<file path="config.mk">
export PLATFORM = sky130hd
export DESIGN_NAME = cp0_irq_ctrl_flat
export DESIGN_NICKNAME = d
export VERILOG_FILES = /design/src/rtl/cp0_irq_ctrl_if.sv /design/src/rtl/cp0_irq_ctrl.sv /design/src/flat_wrapper.sv
export SDC_FILE = /design/constraint.sdc
export NUM_CORES = 1
export LEC_CHECK = 0
export ABC_AREA = 1
export ABC_CLOCK_PERIOD_IN_PS = 2600
export BUFFER_PORTS_ARGS = -buffer_cell sky130_fd_sc_hd__buf_4
export CAP_MARGIN = 40
export CORE_MARGIN = 2
export CORE_UTILIZATION = 45
export CTS_BUF_LIST = sky130_fd_sc_hd__clkbuf_8 sky130_fd_sc_hd__clkbuf_16
export CTS_CLUSTER_DIAMETER = 50
export CTS_CLUSTER_SIZE = 24
export DETAILED_ROUTE_END_ITERATION = 16
export GPL_ROUTABILITY_DRIVEN = 1
export PLACE_DENSITY_LB_ADDON = 0.12
export SYNTH_ARGS = -nofsm -noshare
export SYNTH_HDL_FRONTEND = slang
export SYNTH_SLANG_ARGS = --single-unit
</file>
<file path="constraint.sdc">
create_clock -name clk -period 2.6 [get_ports clk]
set_input_delay 0.39 -clock clk [delete_from_list [all_inputs] [get_ports clk]]
set_output_delay 0.39 -clock clk [all_outputs]
set_load 0.02 [all_outputs]
</file>
<file path="src/rtl/cp0_irq_ctrl_if.sv">
// Pipeline-side bus of the CP0 interrupt sequencer: the coprocessor
// instruction in ID, its PC and valid/stall qualifiers, plus the
// flush/redirect and status outputs returned to the pipeline.
interface cp0_irq_ctrl_if;
    logic [1:0]  cp_oper;
    logic [4:0]  cp_addr;
    logic [31:0] cp_wdata;
    logic [31:0] cp_rdata;
    logic [31:0] pc_id;
    logic        id_valid;
    logic        stall_in;
    logic        ir_en;
    logic        flush;
    logic        redirect_en;
    logic [31:0] redirect_pc;
    logic        in_isr;

    // Pipeline side: presents the ID instruction, consumes flush/redirect
    modport master (
        output cp_oper, cp_addr, cp_wdata, pc_id, id_valid, stall_in,
        input  cp_rdata, ir_en, flush, redirect_en, redirect_pc, in_isr
    );

    // Controller side
    modport slave (
        input  cp_oper, cp_addr, cp_wdata, pc_id, id_valid, stall_in,
        output cp_rdata, ir_en, flush, redirect_en, redirect_pc, in_isr
    );
endinterface

</file>
<file path="src/rtl/cp0_irq_ctrl.sv">
// Coprocessor-0 interrupt sequencer for a 5-stage MIPS pipeline.
// Synchronises the interrupt lines, keeps STATUS/CAUSE/EPC, takes an
// interrupt at ID and sequences handler entry and ERET return through
// one-cycle ENTER/LEAVE states that flush IF/ID and redirect the PC.
module cp0_irq_ctrl #(
    parameter int          N_IRQ       = 4,
    parameter logic [7:0]  EDGE_MASK   = 8'h00,
    parameter int          SYNC_STAGES = 2,
    parameter logic [31:0] VEC_BASE    = 32'h0000_0008,
    parameter int          VECTORED    = 0,
    parameter logic [31:0] VEC_STRIDE  = 32'h20
) (
    input  logic             clk,
    input  logic             rst,
    input  logic [N_IRQ-1:0] irq_in,
    cp0_irq_ctrl_if.slave    bus
);

    localparam logic [1:0] OP_ERET  = 2'b01;
    localparam logic [1:0] OP_MTC0  = 2'b11;
    localparam logic [4:0] A_STATUS = 5'd12;
    localparam logic [4:0] A_CAUSE  = 5'd13;
    localparam logic [4:0] A_EPC    = 5'd14;

    typedef enum logic [1:0] {S_IDLE, S_ENTER, S_ISR, S_LEAVE} state_t;

    state_t state_reg, state_next;

    logic [N_IRQ-1:0] sync_reg [SYNC_STAGES];
    logic [N_IRQ-1:0] sync_s;
    logic [N_IRQ-1:0] pending;
    logic [N_IRQ-1:0] req;
    logic [4:0]       win_idx;

    logic             ie_reg;
    logic             ie_defer_reg;   // IE value restored when LEAVE completes
    logic [N_IRQ-1:0] im_reg;
    logic [4:0]       code_reg;
    logic [31:0]      epc_reg;
    logic [31:0]      redirect_pc_reg;

    logic        is_idle;
    logic        fire;
    logic        take;
    logic        eret;
    logic        mtc;
    logic        mtc_cause;
    logic [31:0] vec_pc;
    logic [31:0] rdata;

    // Synchroniser chain on the raw asynchronous lines
    always_ff @(posedge clk or posedge rst) begin
        if (rst) begin
            for (int k = 0; k < SYNC_STAGES; k++) sync_reg[k] <= '0;
        end else begin
            sync_reg[0] <= irq_in;
            for (int k = 1; k < SYNC_STAGES; k++) sync_reg[k] <= sync_reg[k-1];
        end
    end

    assign sync_s = sync_reg[SYNC_STAGES-1];

    // Per-line pending: edge lines latch rises, level lines follow the synchronised input
    genvar gi;
    generate
        for (gi = 0; gi < N_IRQ; gi++) begin : g_line
            if (EDGE_MASK[gi]) begin : g_edge
                logic s_prev_reg;
                logic pend_reg;
                logic set_w;
                logic clr_w;

                assign set_w = sync_s[gi] & ~s_prev_reg;
                assign clr_w = (take && (win_idx == 5'(gi))) ||
                               (mtc_cause && !bus.cp_wdata[8+gi]);

                // Rise detector and latch; a new rise beats a same-cycle clear
                always_ff @(posedge clk or posedge rst) begin
                    if (rst) begin
                        s_prev_reg <= 1'b0;
                        pend_reg   <= 1'b0;
                    end else begin
                        s_prev_reg <= sync_s[gi];
                        pend_reg   <= (pend_reg & ~clr_w) | set_w;
                    end
                end

                assign pending[gi] = pend_reg;
            end else begin : g_level
                assign pending[gi] = sync_s[gi];
            end
        end
    endgenerate

    assign req = pending & im_reg;

    // Lowest-numbered requesting line wins
    always_comb begin
        win_idx = '0;
        for (int k = N_IRQ - 1; k >= 0; k--) begin
            if (req[k]) win_idx = 5'(k);
        end
    end

    assign vec_pc = (VECTORED != 0) ? (VEC_BASE + 32'(win_idx) * VEC_STRIDE) : VEC_BASE;

    // Instruction qualifiers; a taken interrupt pre-empts whatever sits in ID
    assign is_idle   = (state_reg == S_IDLE);
    assign fire      = bus.id_valid & ~bus.stall_in;
    assign take      = is_idle & ie_reg & (|req) & fire;
    assign eret      = ~take & fire & (bus.cp_oper == OP_ERET) &
                       (is_idle | (state_reg == S_ISR));
    assign mtc       = ~take & fire & (bus.cp_oper == OP_MTC0) &
                       (is_idle | (state_reg == S_ISR));
    assign mtc_cause = mtc & (bus.cp_addr == A_CAUSE);

    // Sequencer next state
    always_comb begin
        state_next = state_reg;
        case (state_reg)
            S_IDLE:  if (take) state_next = S_ENTER;
                     else if (eret) state_next = S_LEAVE;
            S_ENTER: state_next = S_ISR;
            S_ISR:   if (eret) state_next = S_LEAVE;
            S_LEAVE: state_next = S_IDLE;
            default: state_next = S_IDLE;
        endcase
    end

    // State register and CP0 register file updates
    always_ff @(posedge clk or posedge rst) begin
        if (rst) begin
            state_reg       <= S_IDLE;
            ie_reg          <= 1'b0;
            ie_defer_reg    <= 1'b0;
            im_reg          <= '0;
            code_reg        <= '0;
            epc_reg         <= '0;
            redirect_pc_reg <= '0;
        end else begin
            state_reg <= state_next;
            if (take) begin
                epc_reg         <= bus.pc_id;
                code_reg        <= win_idx;
                ie_reg          <= 1'b0;
                ie_defer_reg    <= 1'b1;
                redirect_pc_reg <= vec_pc;
            end else if (eret) begin
                redirect_pc_reg <= epc_reg;
                if (is_idle) ie_defer_reg <= 1'b1;
            end
            if (mtc && (bus.cp_addr == A_STATUS)) begin
                im_reg <= bus.cp_wdata[8 +: N_IRQ];
                // Inside a handler the IE write is held until the return completes
                if (is_idle) ie_reg <= bus.cp_wdata[0];
                else         ie_defer_reg <= bus.cp_wdata[0];
            end
            if (mtc && (bus.cp_addr == A_EPC)) epc_reg <= bus.cp_wdata;
            if (state_reg == S_LEAVE) ie_reg <= ie_defer_reg;
        end
    end

    // MFC0 read mux; unused fields and addresses read as zero
    always_comb begin
        rdata = '0;
        case (bus.cp_addr)
            A_STATUS: begin
                rdata[0]          = ie_reg;
                rdata[8 +: N_IRQ] = im_reg;
            end
            A_CAUSE: begin
                rdata[8 +: N_IRQ] = pending;
                rdata[6:2]        = code_reg;
            end
            A_EPC:   rdata = epc_reg;
            default: rdata = '0;
        endcase
    end

    assign bus.cp_rdata    = rdata;
    assign bus.ir_en       = is_idle & ie_reg;
    assign bus.flush       = (state_reg == S_ENTER) | (state_reg == S_LEAVE);
    assign bus.redirect_en = (state_reg == S_ENTER) | (state_reg == S_LEAVE);
    assign bus.redirect_pc = bus.redirect_en ? redirect_pc_reg : 32'h0;
    assign bus.in_isr      = (state_reg == S_ISR);

endmodule

</file>
<file path="src/flat_wrapper.sv">
// flat-port wrapper written by rule: the top's interface ports become plain ports
module cp0_irq_ctrl_flat 
#(
    parameter int          N_IRQ       = 4,
    parameter logic [7:0]  EDGE_MASK   = 8'h00,
    parameter int          SYNC_STAGES = 2,
    parameter logic [31:0] VEC_BASE    = 32'h0000_0008,
    parameter int          VECTORED    = 0,
    parameter logic [31:0] VEC_STRIDE  = 32'h20
)
  (clk, rst, irq_in, bus_cp_oper, bus_cp_addr, bus_cp_wdata, bus_pc_id, bus_id_valid, bus_stall_in, bus_cp_rdata, bus_ir_en, bus_flush, bus_redirect_en, bus_redirect_pc, bus_in_isr);
  cp0_irq_ctrl_if bus_i ();
  input  logic clk;
  input  logic rst;
  input  logic [N_IRQ-1:0] irq_in;
  input wire logic [$bits(bus_i.cp_oper)-1:0] bus_cp_oper;
  input wire logic [$bits(bus_i.cp_addr)-1:0] bus_cp_addr;
  input wire logic [$bits(bus_i.cp_wdata)-1:0] bus_cp_wdata;
  input wire logic [$bits(bus_i.pc_id)-1:0] bus_pc_id;
  input wire logic [$bits(bus_i.id_valid)-1:0] bus_id_valid;
  input wire logic [$bits(bus_i.stall_in)-1:0] bus_stall_in;
  output wire logic [$bits(bus_i.cp_rdata)-1:0] bus_cp_rdata;
  output wire logic [$bits(bus_i.ir_en)-1:0] bus_ir_en;
  output wire logic [$bits(bus_i.flush)-1:0] bus_flush;
  output wire logic [$bits(bus_i.redirect_en)-1:0] bus_redirect_en;
  output wire logic [$bits(bus_i.redirect_pc)-1:0] bus_redirect_pc;
  output wire logic [$bits(bus_i.in_isr)-1:0] bus_in_isr;
  assign bus_i.cp_oper = bus_cp_oper;
  assign bus_i.cp_addr = bus_cp_addr;
  assign bus_i.cp_wdata = bus_cp_wdata;
  assign bus_i.pc_id = bus_pc_id;
  assign bus_i.id_valid = bus_id_valid;
  assign bus_i.stall_in = bus_stall_in;
  assign bus_cp_rdata = bus_i.cp_rdata;
  assign bus_ir_en = bus_i.ir_en;
  assign bus_flush = bus_i.flush;
  assign bus_redirect_en = bus_i.redirect_en;
  assign bus_redirect_pc = bus_i.redirect_pc;
  assign bus_in_isr = bus_i.in_isr;
  cp0_irq_ctrl #(.N_IRQ(N_IRQ), .EDGE_MASK(EDGE_MASK), .SYNC_STAGES(SYNC_STAGES), .VEC_BASE(VEC_BASE), .VECTORED(VECTORED), .VEC_STRIDE(VEC_STRIDE)) u_core (.clk(clk), .rst(rst), .irq_in(irq_in), .bus(bus_i));
endmodule
</file>
# Yosys cells after proc, flatten, opt, wreduce, memory -nomap -nowiden
# Index checks and enable logic that the tools add are counted.
# totals
ff_bits	85
output_inout_bits	68
# op_classes
n_mux	27
bitwise_logic	14
eq_ne	8
n_reduce_logical	6
# ops
operator	count
$mux W32	5
$mux W20	1
$eq A5 B4 Y1 const B	3
$mux W2	6
$pmux W4 S3	1
$mux W1	11
$pmux W5 S2	1
$and A1 B1 Y1	9
$pmux W2 S4	1
$eq A2 B2 Y1 const B	3
$and A4 B4 Y4	1
$eq A2 B1 Y1 const B	2
$reduce_bool A2 Y1	2
$reduce_or A4 Y1	1
$logic_and A1 B1 Y1	2
$logic_not A2 Y1	1
$not A1 Y1	2
$or A1 B1 Y1	2
$pmux W1 S2	1

# Depth between registers and ports, before layout
# Gate-level depths: netlist of run 1.
# depth
ltp_word	12
ltp_mapped	12
mapped_depth_nobuf	11

# Worst setup path before layout of run 1
# Ideal clock, no wire load.
# synth_timing
path_kind	reg2out
from	register u_core.state_reg[1]
to	output bus_redirect_en
path_stages_with_launch	7
setup_slack_ns	0.705
path_buffers	2
arrival_ns	1.505
cell_sequence	dfrtp_1 inv_1 ha_1 nor2_1 clkbuf_1 inv_1 buf_4
# synth_via
elab_chain_len	2
word_cells_on_any_way	3
classes_between	2 x eq/ne; 1 x bitwise
# synth_rtl
element	line_no	source
start, declared	cp0_irq_ctrl.sv:27	state_t state_reg, state_next;
start signal, assigned	cp0_irq_ctrl.sv:141	state_reg <= state_next;
$eq A2 B1 Y1 or $eq A2 B2 Y1 (tied branches)	n/a	
$or A1 B1 Y1 *	n/a	
end, declared	flat_wrapper.sv:25	output wire logic [$bits(bus_i.redirect_en)-1:0] bus_redirect_en;
# Every way passes the cells marked *; elsewhere a longest branch is shown, timed or not.

# Worst setup path after layout of run 1
# layout_timing
from	register u_core.state_reg[0]
to	register u_core.redirect_pc_reg[3]
# layout_via
elab_chain_len	9
word_cells_on_any_way	12
classes_between	1 x eq/ne; 1 x mux; 8 x bitwise; 2 x reduce/logical
# layout_rtl
element	line_no	source
$logic_not A2 Y1	cp0_irq_ctrl.sv:108	assign is_idle = (state_reg == S_IDLE);
$and A1 B1 Y1 (3 in series)	cp0_irq_ctrl.sv:110	assign take = is_idle & ie_reg & (|req) & fire;
$not A1 Y1	cp0_irq_ctrl.sv:111	assign eret = ~take & fire & (bus.cp_oper == OP_ERET) &
$and A1 B1 Y1 (3 in series)	cp0_irq_ctrl.sv:111	
$reduce_bool A2 Y1 (no line)	n/a	
end signal, assigned	cp0_irq_ctrl.sv:147	redirect_pc_reg <= vec_pc;
end signal, assigned	cp0_irq_ctrl.sv:149	redirect_pc_reg <= epc_reg;
end, declared	cp0_irq_ctrl.sv:40	logic [31:0] redirect_pc_reg;
# Parallel ways exist; a longest one is shown, timed or not.
# A chain may end at the register's enable or synchronous reset.

==> impl_metrics.tcl, run 1 <==
set metrics [dict create \
    cts_tree "built" \
    end_kind "register" \
    drt-wirelength-per-cell_microns 13.30 \
    crit_fanout 47 \
    synth_fa_ha_area_share_pct 1.506 \
    startpoint "u_core.state_reg[0]" \
    cts_buffers 9 \
    diodes 0 \
    hpwl_mm 7.857 \
    wl_mm 10.76 \
    fin_crit_ns 2.180 \
    synthMuxAreaShare_pct 0 \
    grt_start_max_net_pins 48 \
    layout_common_cells "nand2_1, buf_4, inv_1, dfrtp_1, nor2_1" \
    hold_viol 0 \
    crit_path_start_kind "register" \
    cap_violations 0 \
    synth-seq-cells 82 \
    required_ns 2.84 \
    num_vias 3912 \
    initial_core_util_pct 45.59 \
    synth_compound_area_share_pct 5.996 \
    place_area_sq_um 5295 \
    grt_pass1_wl_mm 17.74 \
    clock-sinks 82 \
    chipHeight_microns 100.1 \
    clkTransAtPathRegs_ns 0.08 \
    yosys_warnings 0 \
    drc 0 \
    layout-drive-gt1-share_pct 26.22 \
    rr_endpoint "u_core.redirect_pc_reg[3]" \
    tightest_slew_ns 0.7495 \
    synth_cell_type_count 27 \
    totalNegativeSetupSlack_ns 0 \
    criticalPathCategory "reg -> reg" \
    post_cts_buffers 0 \
    drt_iter0_drc 160 \
    finalClockSkew_ns 0.008611 \
    path_common_cell "nor2_1" \
    ys_seq_area_share_pct 49.41 \
    final_common_cell "nand2_1" \
    cts-root-buf "clkbuf_8" \
    htree_num_levels 3 \
    grt_pass1_vias 3780 \
    p_per_area_nw_per_um2 794.4 \
    ios 147 \
    finalSetupViolCount 0 \
    die_area_sq_um 10010 \
    area_growth_pct 31.33 \
    status "completed" \
    post-route-period-util_pct 83.84 \
    syn_area_sq_um 4153 \
    vias_per_cell 4.836 \
    grt_antenna_before_repair 0 \
    slew_headroom_pct 49.98 \
    worst_r2r_path_depth 9 \
    die_x_microns 100.1 \
    arrival_ns 2.42 \
    rsz0062_at_grt "false" \
    nets 778 \
    dr.pass1.iters 5 \
    timing.fmax_ghz 0.4587 \
    r2r_start "u_core.state_reg[0]" \
    overflow 0 \
    synthCells 556 \
    min_path_type "in -> async" \
    synthSimpleGateAreaFrac_pct 31.06 \
    grt_util_all_layers_pct 22.51 \
    finalWeightedCongestion 0.8390 \
    utilization_pct 59.88 \
    leakage_uw 0.002928 \
    total_power_uw 4333 \
    cts.path.max_buffers 2 \
    cts_resized 0 \
    ir_drop_mv 0.4508 \
    synth_top_area_share_pct 49.41 \
    clk-insertion-delay-late_ns 0.35 \
    crit_chain "inv_1 -> ha_1 -> nand2_1 -> inv_2 -> nand3_2 -> buf_4 -> nand2_2 -> nor2_1 -> nor2_1" \
    synth_area_leaders "dfrtp_1, nand2_1, inv_1" \
    io_buffers 146 \
    core_sq_um 9109 \
    postCtsHoldBufs 0 \
    drv_slew 0 \
    postSynthNetCount 640 \
    synth_top_family_by_area "simple AND/OR/NAND/NOR gates" \
    synth_xor_area_share_pct 0 \
    yosys.area.top_type "dfrtp_1" \
    rows 35 \
    crit_slowest_cell "buf_4" \
    cpPeakStageDelay_ns 0.43 \
    ant_nets 0 \
    synth.avg_cell_area_sq_um 7.469 \
    rrSetupSlack_ns 0.42 \
    n_fill_cell 844 \
    fin_area_sq_um 5454 \
]
[layer usage]
layer / vias up / GRT usage, % / routed length, microns
li1: 1968 / - / -
met1: 1825 / 30.20 / 4729
met2: 107 / 37.73 / 5356
met3: 12 / 3.064 / 517
met4: 0 / 7.903 / 159
met5: - / 0 / 0
[synthesized netlist by cell type]
cell type	instances
nand2_1	165
inv_1	83
dfrtp_1	82
nor2_1	74
nand3_1	58
o21ai_1	28
buf_2	11
o21ai_0	7
buf_4	6
clkbuf_1	5
ha_1	5
inv_2	5
a21oi_1	4
buf_6	4
o211ai_1	4
nand3_2	2
nand3_4	2
nand4_1	2
a22o_1	1
a31oi_1	1
a32oi_1	1
and3_1	1
clkbuf_2	1
nand2_2	1
nor2_2	1
nor2_4	1
nor3_1	1
[power breakdown]
group	leakage (uW)	switching (uW)	total, uW	internal (uW)
clock	0.0000806	453	787	334
combinational	0.00182	906	1510	607
sequential	0.00103	276	2030	1760
total	0.00293	1640	4330	2700
[critical path, delay by kind of cell (launching register included)]
kind | cells | cell delay [ns]
DFF | 1 | 0.38
buffers and inverters | 3 | 0.59
and+or+nand+nor | 5 | 0.81
adders and majority gates | 1 | 0.28
[kinds of logic (layout without fill, tap and decap cells)]
family,count (synthesis),after routing
flip-flops,82,82
AO/OA/AOI/OAI,46,46
AND/OR/NAND/NOR,308,308
adder cells (fa/ha/maj),5,5
buffers and inverters,115,257
[worst max path at each step]
stage | end | slack [ns] | cells past startpoint
after detailed placement | u_core.redirect_pc_reg[3] | 0.42 | 9
after global placement | u_core.redirect_pc_reg[3] | 0.47 | 9
final | u_core.redirect_pc_reg[3] | 0.42 | 9
after global routing | u_core.redirect_pc_reg[4] | 0.18 | 8
after floorplan | u_core.code_reg[0] | 0.10 | 1
after CTS | u_core.redirect_pc_reg[3] | 0.40 | 9
[cell type report]
cell class / instances / area [sq um] / share of cell area, %
well taps: 111 / 138.9 / 2.546
clock inverters: 6 / 35.03 / 0.6423
clock buffers: 9 / 123.9 / 2.271
inverters: 88 / 331.6 / 6.079
repair buffers: 154 / 1169 / 21.43
multi-input cells: 359 / 1604 / 29.41
flip-flops and latches: 82 / 2052 / 37.62
[metrics by stage]
step	cells	hold slack [ns]	worst slack [ns]
after floorplan	556	0.3312	0.1016
after CTS	809	0.1323	0.4033
final	809	0.1459	0.4201
after detailed placement	794	0.3347	0.4191
after global routing	809	0.1292	0.1842
after global placement	794	0.3317	0.4677
No activity file was read; power rests on OpenSTA's default activity.
==> run 2: changes to the inputs <==
--- a/config.mk
+++ b/config.mk
@@ -6,7 +6,7 @@
 export NUM_CORES = 1
 export LEC_CHECK = 0
 export ABC_AREA = 1
-export ABC_CLOCK_PERIOD_IN_PS = 2600
+export ABC_CLOCK_PERIOD_IN_PS = 1920
 export BUFFER_PORTS_ARGS = -buffer_cell sky130_fd_sc_hd__buf_4
 export CAP_MARGIN = 40
 export CORE_MARGIN = 2
==> constraint.sdc (replaced) <==
create_clock -name clk -period 1.92 [get_ports clk]
set_input_delay 0.288 -clock clk [delete_from_list [all_inputs] [get_ports clk]]
set_output_delay 0.288 -clock clk [all_outputs]
set_load 0.02 [all_outputs]
==> run 2 against run 1 <==
  * Global-route usage is 0.52 points higher
  * Flip-flop and latch count stayed put
  * Non-clock buffer count grew 15
  * Via count rose by 3.1%
  * Clock skew increased by 0.0041 ns
  * Sequential share of layout area down 1.9 points
  * Power rose by 47%
  * Sequential power grew 36%
  * Worst hold slack worse by 0.12 ns
  * Final cell count up 2.0%
  * Final area is 5.4% higher
  * Combinational power increased by 55%
==> impl_metrics.tcl, run 2 (same netlist as run 1, synthesis figures left out) <==
set metrics [dict create \
    status "completed" \
    crit_path_start_kind "register" \
    timing.fmax_ghz 0.5278 \
    die_x_microns 100.1 \
    worst-path-buf-inv 3 \
    min_path_type "in -> async" \
    vias_per_cell 4.887 \
    p_switching_uw 2372 \
    core_sq_um 9109 \
    p_int_uw 4005 \
    criticalPathCategory "reg -> out" \
    leakage_uw 0.003046 \
    die_area_sq_um 10010 \
    clk-insertion-delay-late_ns 0.35 \
    hold_viol 0 \
    n_fill_cell 796 \
    fin_crit_ns 1.895 \
    end_kind "primary output" \
    drc 0 \
    initial_core_util_pct 45.59 \
    seq_power_share_pct 43.5 \
    grt_pass1_vias 3884 \
    crit_fanout 8 \
    finalSetupViolCount 0 \
    clock-sinks 82 \
    wl_mm 11.19 \
    utilization_pct 63.10 \
    arrival_ns 1.61 \
    io_buffers 146 \
    cts_buffers 9 \
    wl_met3_microns 579 \
    ir_drop_mv 0.6653 \
    grt_antenna_before_repair 0 \
    cpPeakStageDelay_ns 0.42 \
    crit_family "buffers and inverters" \
    drt_iter0_drc 206 \
    overflow 0 \
    rsz0062_at_grt "true" \
    grt_util_all_layers_pct 23.03 \
    crit_slowest_cell "dfrtp_1" \
    wl_met2_mm 5.501 \
    diodes 0 \
    drv_slew 0 \
    p_per_area_nw_per_um2 1109 \
    drt-wirelength-per-cell_microns 13.56 \
    dr.pass1.iters 4 \
    total_power_uw 6376 \
    ios 147 \
    finalClockSkew_ns 0.01273 \
    hpwl_mm 7.996 \
    chipHeight_microns 100.1 \
    post-route-period-util_pct 98.69 \
    layout-drive-gt1-share_pct 28.71 \
    cts-root-buf "clkbuf_8" \
    num_vias 4032 \
    pwr-share-comb_pct 36.7 \
    cts.path.max_buffers 2 \
    pwr-share-clk_pct 19.8 \
    nets 793 \
    cap_violations 0 \
    tightest_slew_ns 0.4499 \
    totalNegativeSetupSlack_ns 0 \
    layout_common_cells "nand2_1, buf_4, dfrtp_1" \
    clkTransAtPathRegs_ns 0.09 \
    grt_start_max_net_pins 83 \
    slew_headroom_pct 70.01 \
    area_growth_pct 38.42 \
    final_common_cell "nand2_1" \
    rows 35 \
    m1WireLength_mm 4.887 \
    crit_chain "ha_2 -> nor2_4 -> buf_12 -> buf_16 -> nor2_1 -> buf_4" \
    ant_nets 0 \
    highest_layer "met4" \
    holdWs_ns 0.02544 \
    required_ns 1.63 \
    swShare_pct 37.20 \
    cts_tree "built" \
    grt_pass1_wl_mm 18.19 \
    finalWeightedCongestion 0.8387 \
    htree_num_levels 3 \
]
-- run 2: cell count changes in the layout (fill, tap and decap cells not counted), sizes merged --
cell      previous run  this run
inv                 87        88
clkinvlp             2         4
buf                154       169
clkinv               5         2
bufinv               0         1
-- run 2: what timing repair did --
action	4_1_cts	5_1_grt
gates cloned	2	0
pin swaps	0	0
buffers inserted	3	0
endpoints found under the setup margin	32	59
hold buffers	0	0
resized for setup	6	11
-- run 2: power groups by stage --
stage,Sequential [uW],Clock [uW],Combinational [uW]
2_1_floorplan,2670,0,1470
6_report,2770,1260,2340
5_1_grt,2860,1370,2650
4_1_cts,2770,1300,2320
3_5_place_dp,2800,0,2110
3_3_place_gp,2780,0,2070
-- run 2: layout make-up --
| cell class | count | area [sq um] | share of cell area [%] |
|---|---|---|---|
| timing repair buffer | 169 | 1386 | 24.12 |
| tap | 111 | 138.9 | 2.416 |
| clock inverter | 7 | 78.83 | 1.371 |
| sequential | 82 | 2052 | 35.70 |
| multi-input combinational | 359 | 1629 | 28.34 |
| clock buffer | 9 | 123.9 | 2.155 |
| inverter | 88 | 339.1 | 5.899 |
-- run 2: worst min-delay path: stages --
cell,delay (ns)
buf_4,0.12
clkinvlp_4,0.07
buf_12,0.33
-- run 2: per-stage QoR --
step	instance area [sq um]	cells	setup slack, ns
global route	5748	825	-0.03837
global placement	5410	804	0.2243
floorplan	4156	556	0.1272
CTS	5713	825	0.01316
detailed placement	5410	804	0.1566
finish	5748	825	0.02523
-- run 2: path summary, 6_finish.rpt --
check | from | endpoint | slack, ns | cells past startpoint
worst max-delay path | u_core.state_reg[0] | bus_redirect_pc[18] | 0.03 | 6
max in group asynchronous | rst | u_core.pending[0] | 1.50 | 3
worst min-delay path | rst | u_core.redirect_pc_reg[6] | 0.03 | 3
worst max register to register | u_core.state_reg[0] | u_core.epc_reg[14] | 0.13 | 9
min in group clk | irq_in[0] | u_core.sync_reg[4] | 0.05 | 1
worst min register to register | u_core.sync_reg[5] | u_core.pending[1] | 0.35 | 0
-- run 2: routing by layer --
layer / vias up / GRT usage (%)
met2: 131 / 38.15
li1: 2012 / -
met1: 1869 / 30.85
met5: - / 0
met3: 20 / 4.457
met4: 0 / 7.165
